`config.mk`:
```
export PLATFORM = sky130hd
export DESIGN_NAME = ifetch_prefetcher
export DESIGN_NICKNAME = d
export VERILOG_FILES = /design/src/rtl/ifetch_prefetcher.sv
export SDC_FILE = /design/constraint.sdc
export NUM_CORES = 1
export LEC_CHECK = 0
export ABC_AREA = 1
export CAP_MARGIN = 20
export CELL_PAD_IN_SITES_DETAIL_PLACEMENT = 1
export CELL_PAD_IN_SITES_GLOBAL_PLACEMENT = 2
export CORE_MARGIN = 1
export CORE_UTILIZATION = 34
export DETAILED_ROUTE_END_ITERATION = 10
export MAX_ROUTING_LAYER = met4
export PLACE_DENSITY = 0.83
export SLEW_MARGIN = 40
export SYNTH_ARGS = -nofsm -noshare
export SYNTH_HDL_FRONTEND = slang
export SYNTH_SLANG_ARGS = --single-unit
```
`constraint.sdc`:
```
create_clock -name clk -period 8.8 [get_ports clk]
set_input_delay 1.32 -clock clk [delete_from_list [all_inputs] [get_ports clk]]
set_output_delay 1.32 -clock clk [all_outputs]
set_load 0.005 [all_outputs]
```
`src/rtl/ifetch_prefetcher.sv`:
```
`default_nettype none
// ============================================================================
//  Module   : ifetch_prefetcher
//  Brief    : Single-outstanding instruction prefetcher with a small FIFO
//             buffer, redirect flush and stale-response drain.
//  Revision : 1.0
// ============================================================================
module ifetch_prefetcher #(
   parameter logic [31:0] RESET_PC = 32'h8000_0000,
   parameter int          DEPTH    = 2
) (
   input  logic        clk,
   input  logic        rst,
   input  logic        redirect_valid,
   input  logic [31:0] redirect_pc,
   output logic        mem_req_valid,
   input  logic        mem_req_ready,
   output logic [31:0] mem_req_addr,
   input  logic        mem_resp_valid,
   input  logic [31:0] mem_resp_data,
   output logic        inst_valid,
   input  logic        inst_ready,
   output logic [31:0] inst_data,
   output logic [31:0] inst_pc
);

   localparam int PTR_W = $clog2(DEPTH);
   localparam int CNT_W = $clog2(DEPTH + 1);
   localparam logic [CNT_W-1:0] c_depth    = CNT_W'(DEPTH);
   localparam logic [PTR_W-1:0] c_last_ptr = PTR_W'(DEPTH - 1);

   typedef enum logic [1:0] {
      IDLE  = 2'd0,
      WAIT  = 2'd1,
      DRAIN = 2'd2
   } state_t;

   state_t             r_state;
   state_t             w_state_next;
   logic [31:0]        r_fetch_pc;
   logic [31:0]        r_pending_pc;
   logic [CNT_W-1:0]   r_count;
   logic [PTR_W-1:0]   r_head;
   logic [PTR_W-1:0]   r_tail;
   logic [31:0]        r_buf_data [DEPTH];
   logic [31:0]        r_buf_pc   [DEPTH];

   logic               w_req_fire;
   logic               w_push;
   logic               w_pop;
   logic               w_nonempty;
   logic               w_unused;

   // Low redirect bits are dropped: fetch addresses are always word aligned.
   assign w_unused = &{1'b0, redirect_pc[1:0]};

   function automatic logic [PTR_W-1:0] ptr_inc(input logic [PTR_W-1:0] p);
      return (p == c_last_ptr) ? '0 : p + 1'b1;
   endfunction

   // ------------------------------------------------------------------------
   // State register
   // ------------------------------------------------------------------------
   always_ff @(posedge clk or posedge rst) begin
      if (rst) begin
         r_state <= IDLE;
      end else begin
         r_state <= w_state_next;
      end
   end

   // ------------------------------------------------------------------------
   // Next state and handshake decode
   // ------------------------------------------------------------------------
   always_comb begin
      w_state_next  = r_state;
      w_nonempty    = (r_count != '0);
      // Request is withheld while reset is held so nothing escapes mid-reset.
      mem_req_valid = (r_state == IDLE) && (r_count < c_depth) &&
                      !redirect_valid && !rst;
      mem_req_addr  = r_fetch_pc;
      w_req_fire    = mem_req_valid && mem_req_ready;
      w_push        = (r_state == WAIT) && mem_resp_valid && !redirect_valid;
      w_pop         = w_nonempty && inst_ready && !redirect_valid;

      case (r_state)
         IDLE: begin
            if (w_req_fire) begin
               w_state_next = WAIT;
            end
         end
         WAIT: begin
            if (redirect_valid) begin
               w_state_next = mem_resp_valid ? IDLE : DRAIN;
            end else if (mem_resp_valid) begin
               w_state_next = IDLE;
            end
         end
         DRAIN: begin
            if (!redirect_valid && mem_resp_valid) begin
               w_state_next = IDLE;
            end
         end
         default: begin
            w_state_next = IDLE;
         end
      endcase
   end

   // ------------------------------------------------------------------------
   // Fetch address, pending address and buffer bookkeeping
   // ------------------------------------------------------------------------
   always_ff @(posedge clk or posedge rst) begin
      if (rst) begin
         r_fetch_pc   <= RESET_PC;
         r_pending_pc <= '0;
         r_count      <= '0;
         r_head       <= '0;
         r_tail       <= '0;
      end else if (redirect_valid) begin
         r_fetch_pc <= {redirect_pc[31:2], 2'b00};
         r_count    <= '0;
         r_head     <= '0;
         r_tail     <= '0;
      end else begin
         if (w_req_fire) begin
            r_pending_pc <= r_fetch_pc;
            r_fetch_pc   <= r_fetch_pc + 32'd4;
         end
         if (w_push) begin
            r_tail <= ptr_inc(r_tail);
         end
         if (w_pop) begin
            r_head <= ptr_inc(r_head);
         end
         case ({w_push, w_pop})
            2'b10:   r_count <= r_count + 1'b1;
            2'b01:   r_count <= r_count - 1'b1;
            default: r_count <= r_count;
         endcase
      end
   end

   // Payload storage needs no reset; validity is carried by r_count.
   always_ff @(posedge clk) begin
      if (w_push) begin
         r_buf_data[r_tail] <= mem_resp_data;
         r_buf_pc[r_tail]   <= r_pending_pc;
      end
   end

   assign inst_valid = w_nonempty;
   assign inst_data  = w_nonempty ? r_buf_data[r_head] : '0;
   assign inst_pc    = w_nonempty ? r_buf_pc[r_head]   : '0;

endmodule
`default_nettype wire

```
==> metrics.md <==
| Metric | Value |
|---|---|
| Clk sink count | `between 150 and 200` |
| Logic pwr share | `0.261` |
| Max-slew headroom | `0.498` |
| CTS tree | `built` |
| Worst Setup Path Type | `input port to output pin` |
| Top-area cell type share of the netlist area | `0.449` |
| Leakage power | `about 4.2 nW` |
| Sink of the worst hold path | `r_buf_pc[0][18]$_DFFE_PP_` |
| Met2 wire length | `between 10 and 15 mm` |
| Core area | `roughly 24000 um2` |
| Number of top-level design ports | `168` |
| Part of the cycle the worst path needs | `0.461` |
| # resized after CTS | `0` |
| Worst Setup SP | `redirect_valid` |
| Switching Share | `0.299` |
| Post-synth cell types | `31` |
| Final critical-path required period | `4050 ps` |
| Status | `completed` |
| Setup Fix Bufs, Post-CTS | `0` |
| Cell Pwr Density | `249 nW/um2` |
| Final net count | `~1100` |
| GR Overflow Total | `0` |
| Fmax | `between 200 and 250 MHz` |
| Sequential power share | `0.446` |
| Site Rows | `56` |
| First-pass GRT wire length | `34.0 mm` |
| Startpoint Class | `input port` |
| CTS Buf Count | `17` |
| Sequential share of the synthesized area | `0.648` |
| Yosys warns | `0` |
| Top post-synthesis cells by area | `edfxtp_1 45%, dfrtp_1 20%, nand2_1 14%` |
| Vias post-DR | `between 6000 and 7000` |
| Port Buffer Count | `161` |
| Worst path bufs/invs | `3` |
| Primary FF master, synth | `edfxtp_1` |
| Final Skew | `between 10 and 15 ps` |
| Post-route setup TNS | `0 ps` |
| Post-synth EDFFs | `124` |
| Syn avg cell area | `roughly 10 um2` |
| GRT Overall Usage | `0.186` |
| Routability cong. | `about 0.8` |
| Vias in the first global route | `approximately 6400` |
| Drt pass-1 iters | `5` |
| Initial antenna violation count | `0` |
| Fraction of registers with async set or reset after synthesis | `0.347` |
| Beginning of the worst hold path | `r_pending_pc[18]$_DFFE_PP0P_` |
| # fillers | `about 2700` |
| Max stage delay cell, worst path | `clkdlybuf4s50_1` |
| Slew Limit Fails | `0` |
| RSZ-0062 raised after global routing | `false` |
| Slew @ Worst Pin | `753 ps` |
| Area of the multi-input gates | `between 2000 and 3000 um2` |
| Initial Util | `0.351` |
| Hold path depth | `0` |
| Total wire length | `around 22 mm` |
| Post-route ant nets | `0` |
| Worst skew pair latency | `around 430 ps` |
| Layout cell share with drive strength beyond 1 | `0.0653` |
| WP data required | `between 7000 and 8000 ps` |
| Crit-path most repeated cell | `clkdlybuf4s50_1` |
| Reg-to-reg critical path endpoint | `mem_req_addr[21]$_DFFE_PP0P_` |
| CP endpoint kind | `output pin` |
| Largest area contributor in the netlist | `edfxtp_1` |
| Routed vias/inst | `4.67` |
| Internal | `1.89 mW` |
| Cell area after synthesis | `~8300 um2` |
| FF-to-FF path depth | `7` |
| Place WS | `around 4600 ps` |
| Die Height | `158 um` |
| Iter 0 DRT Violations | `around 350` |
| Worst path top cell family by delay | `buffers and inverters` |
| Hold bufs inserted after CTS | `0` |
| Clock Path Buffers | `2` |
| Max VDD drop | `between 0.1 and 0.15 mV` |
| Final Hold Fails | `0` |
| Most numerous cell in the Yosys netlist | `nand2_1` |
| CP Max Fanout | `37` |
| Die width | `approximately 160 um` |
| P&R area growth vs syn | `30.4%` |
| Synth top cells by count | `302 x nand2_1, 124 x edfxtp_1, 70 x nand3_1, 65 x dfrtp_1, 63 x a21oi_1` |
| Top routing layer used | `met4` |
| Routed length on met3 | `996 um` |
| Diodes inserted | `0` |
| R2R Path Start | `r_count[1]$_DFFE_PP0P_` |
| CP max stage delay | `around 520 ps` |
| Max cap viols | `0` |
| Post-Synthesis Cells | `847` |
| Slack of the worst reg-to-reg path | `6390 ps` |
| Residual DRC | `0` |
| Worst hold path type | `flop to flop` |
| DPL Wire Length | `about 15 mm` |
| Root buffer cell | `clkbuf_16` |
| Critical Path AT | `about 2700 ps` |
| FF/Latch Area | `5380 um2` |
| Largest net degree at the start of global routing | `76` |
| Synth Register Bits | `190` |
| Power share of the clock group | `0.293` |
| H-tree levels | `4` |
| M1 WL | `around 10 mm` |
| DR WL/cell | `between 15 and 20 um` |
| Worst Slack Setup Final | `roughly 4700 ps` |
| Sw power | `between 0.8 and 0.9 mW` |
| Finish-stage setup viols | `0` |
| Cell Chain, Critical Path | `clkdlybuf4s50_1 -> buf_4 -> nor3_1 -> clkdlybuf4s50_1` |
| Reg clk slew, reported paths | `roughly 60 ps` |
| Full die area | `approximately 25000 um2` |
==> state kept, by name, indices dropped and copies added (netlist names) <==
signal and cells:
mem_req_addr 30, r_buf_data 64, r_buf_pc 60, r_count 2
r_head 1, r_pending_pc 30, r_state 2, r_tail 1
==> metrics by stage <==
stage               hold WS [ps]  utilization  cells  power [mW]  area (um2)
finish                       471        0.457   1330        2.70       10800
global placement             448        0.430   1297        1.92       10200
global route                 486        0.457   1330        2.86       10800
detailed placement           455        0.431   1298        1.94       10200
CTS                          472        0.457   1330        2.74       10800
floorplan                    442            -    850        1.51        8310
==> area by class of cell <==
class | instances | area share
Clock buffer | 21 | 0.0446
Clock inverter | 11 | 0.0118
Multi-Input combinational cell | 560 | 0.232
Sequential cell | 190 | 0.497
Inverter | 58 | 0.0201
Tap cell | 319 | 0.0369
Timing Repair Buffer | 171 | 0.158
==> per-layer routing <==
metal / track usage / vias up
met5: - / -
li1: - / 3098
met4: 0.0467 / 0
met1: 0.234 / 2971
met3: 0.0381 / 14
met2: 0.307 / 131
==> cells in the final DEF (no fill, tap or decap), drive strengths merged <==
cell type | Yosys | final
a21oi | 63 | 63
and2 | 1 | 1
buf | 27 | 10
bufinv | 0 | 2
clkbuf | 15 | 21
clkdlybuf4s50 | 0 | 161
clkinv | 0 | 4
clkinvlp | 0 | 2
conb | 1 | 4
dfrtp | 65 | 65
dfstp | 1 | 1
edfxtp | 124 | 124
ha | 1 | 1
inv | 58 | 61
nand2 | 306 | 306
nand3 | 70 | 70
nand4 | 1 | 1
nor2 | 49 | 49
nor3 | 3 | 3
o211ai | 3 | 3
o21ai | 50 | 50
o21bai | 1 | 1
o31ai | 2 | 2
or2 | 1 | 1
xnor2 | 2 | 2
xor2 | 3 | 3
==> kinds of logic after synthesis <==
logic type / share of synthesized area
AO/OA/AOI/OAI: 0.0735
XOR/XNOR: 0.00528
adder cells (fa/ha/maj): 0.00151
buffers and inverters: 0.0541
flip-flops: 0.648
other: 0.000452
AND/OR/NAND/NOR: 0.217
==> power by group through the flow <==
stage	Clock [mW]	Combinational [mW]	Sequential, mW
after floorplan	0	0.333	1.18
after global placement	0	0.704	1.21
after detailed placement	0	0.721	1.22
after CTS	0.810	0.727	1.21
after global routing	0.842	0.792	1.22
final	0.790	0.706	1.20
==> worst register-to-register path: stages, from the launching register on <==
cell     delay [ps]
dfrtp_1         440
inv_1           100
nand4_2         100
buf_4           580
nand2_1         650
o21ai_0         370
inv_1            70
nand2_1          60
==> worst max-delay path by stage <==
| stage | end | slack, ps | cells past startpoint |
|---|---|---|---|
| 2_1_floorplan | r_buf_data[0][0]$_DFFE_PP_ | 3830 | 5 |
| 3_3_place_gp | mem_req_addr[12]$_DFFE_PP0P_ | 4600 | 8 |
| 3_5_place_dp | mem_req_addr[26]$_DFFE_PP0P_ | 4640 | 9 |
| 4_1_cts | mem_req_valid | 4720 | 4 |
| 5_1_grt | mem_req_valid | 4670 | 4 |
| 6_report | mem_req_valid | 4750 | 4 |
Power figures use the tool's default switching activity.
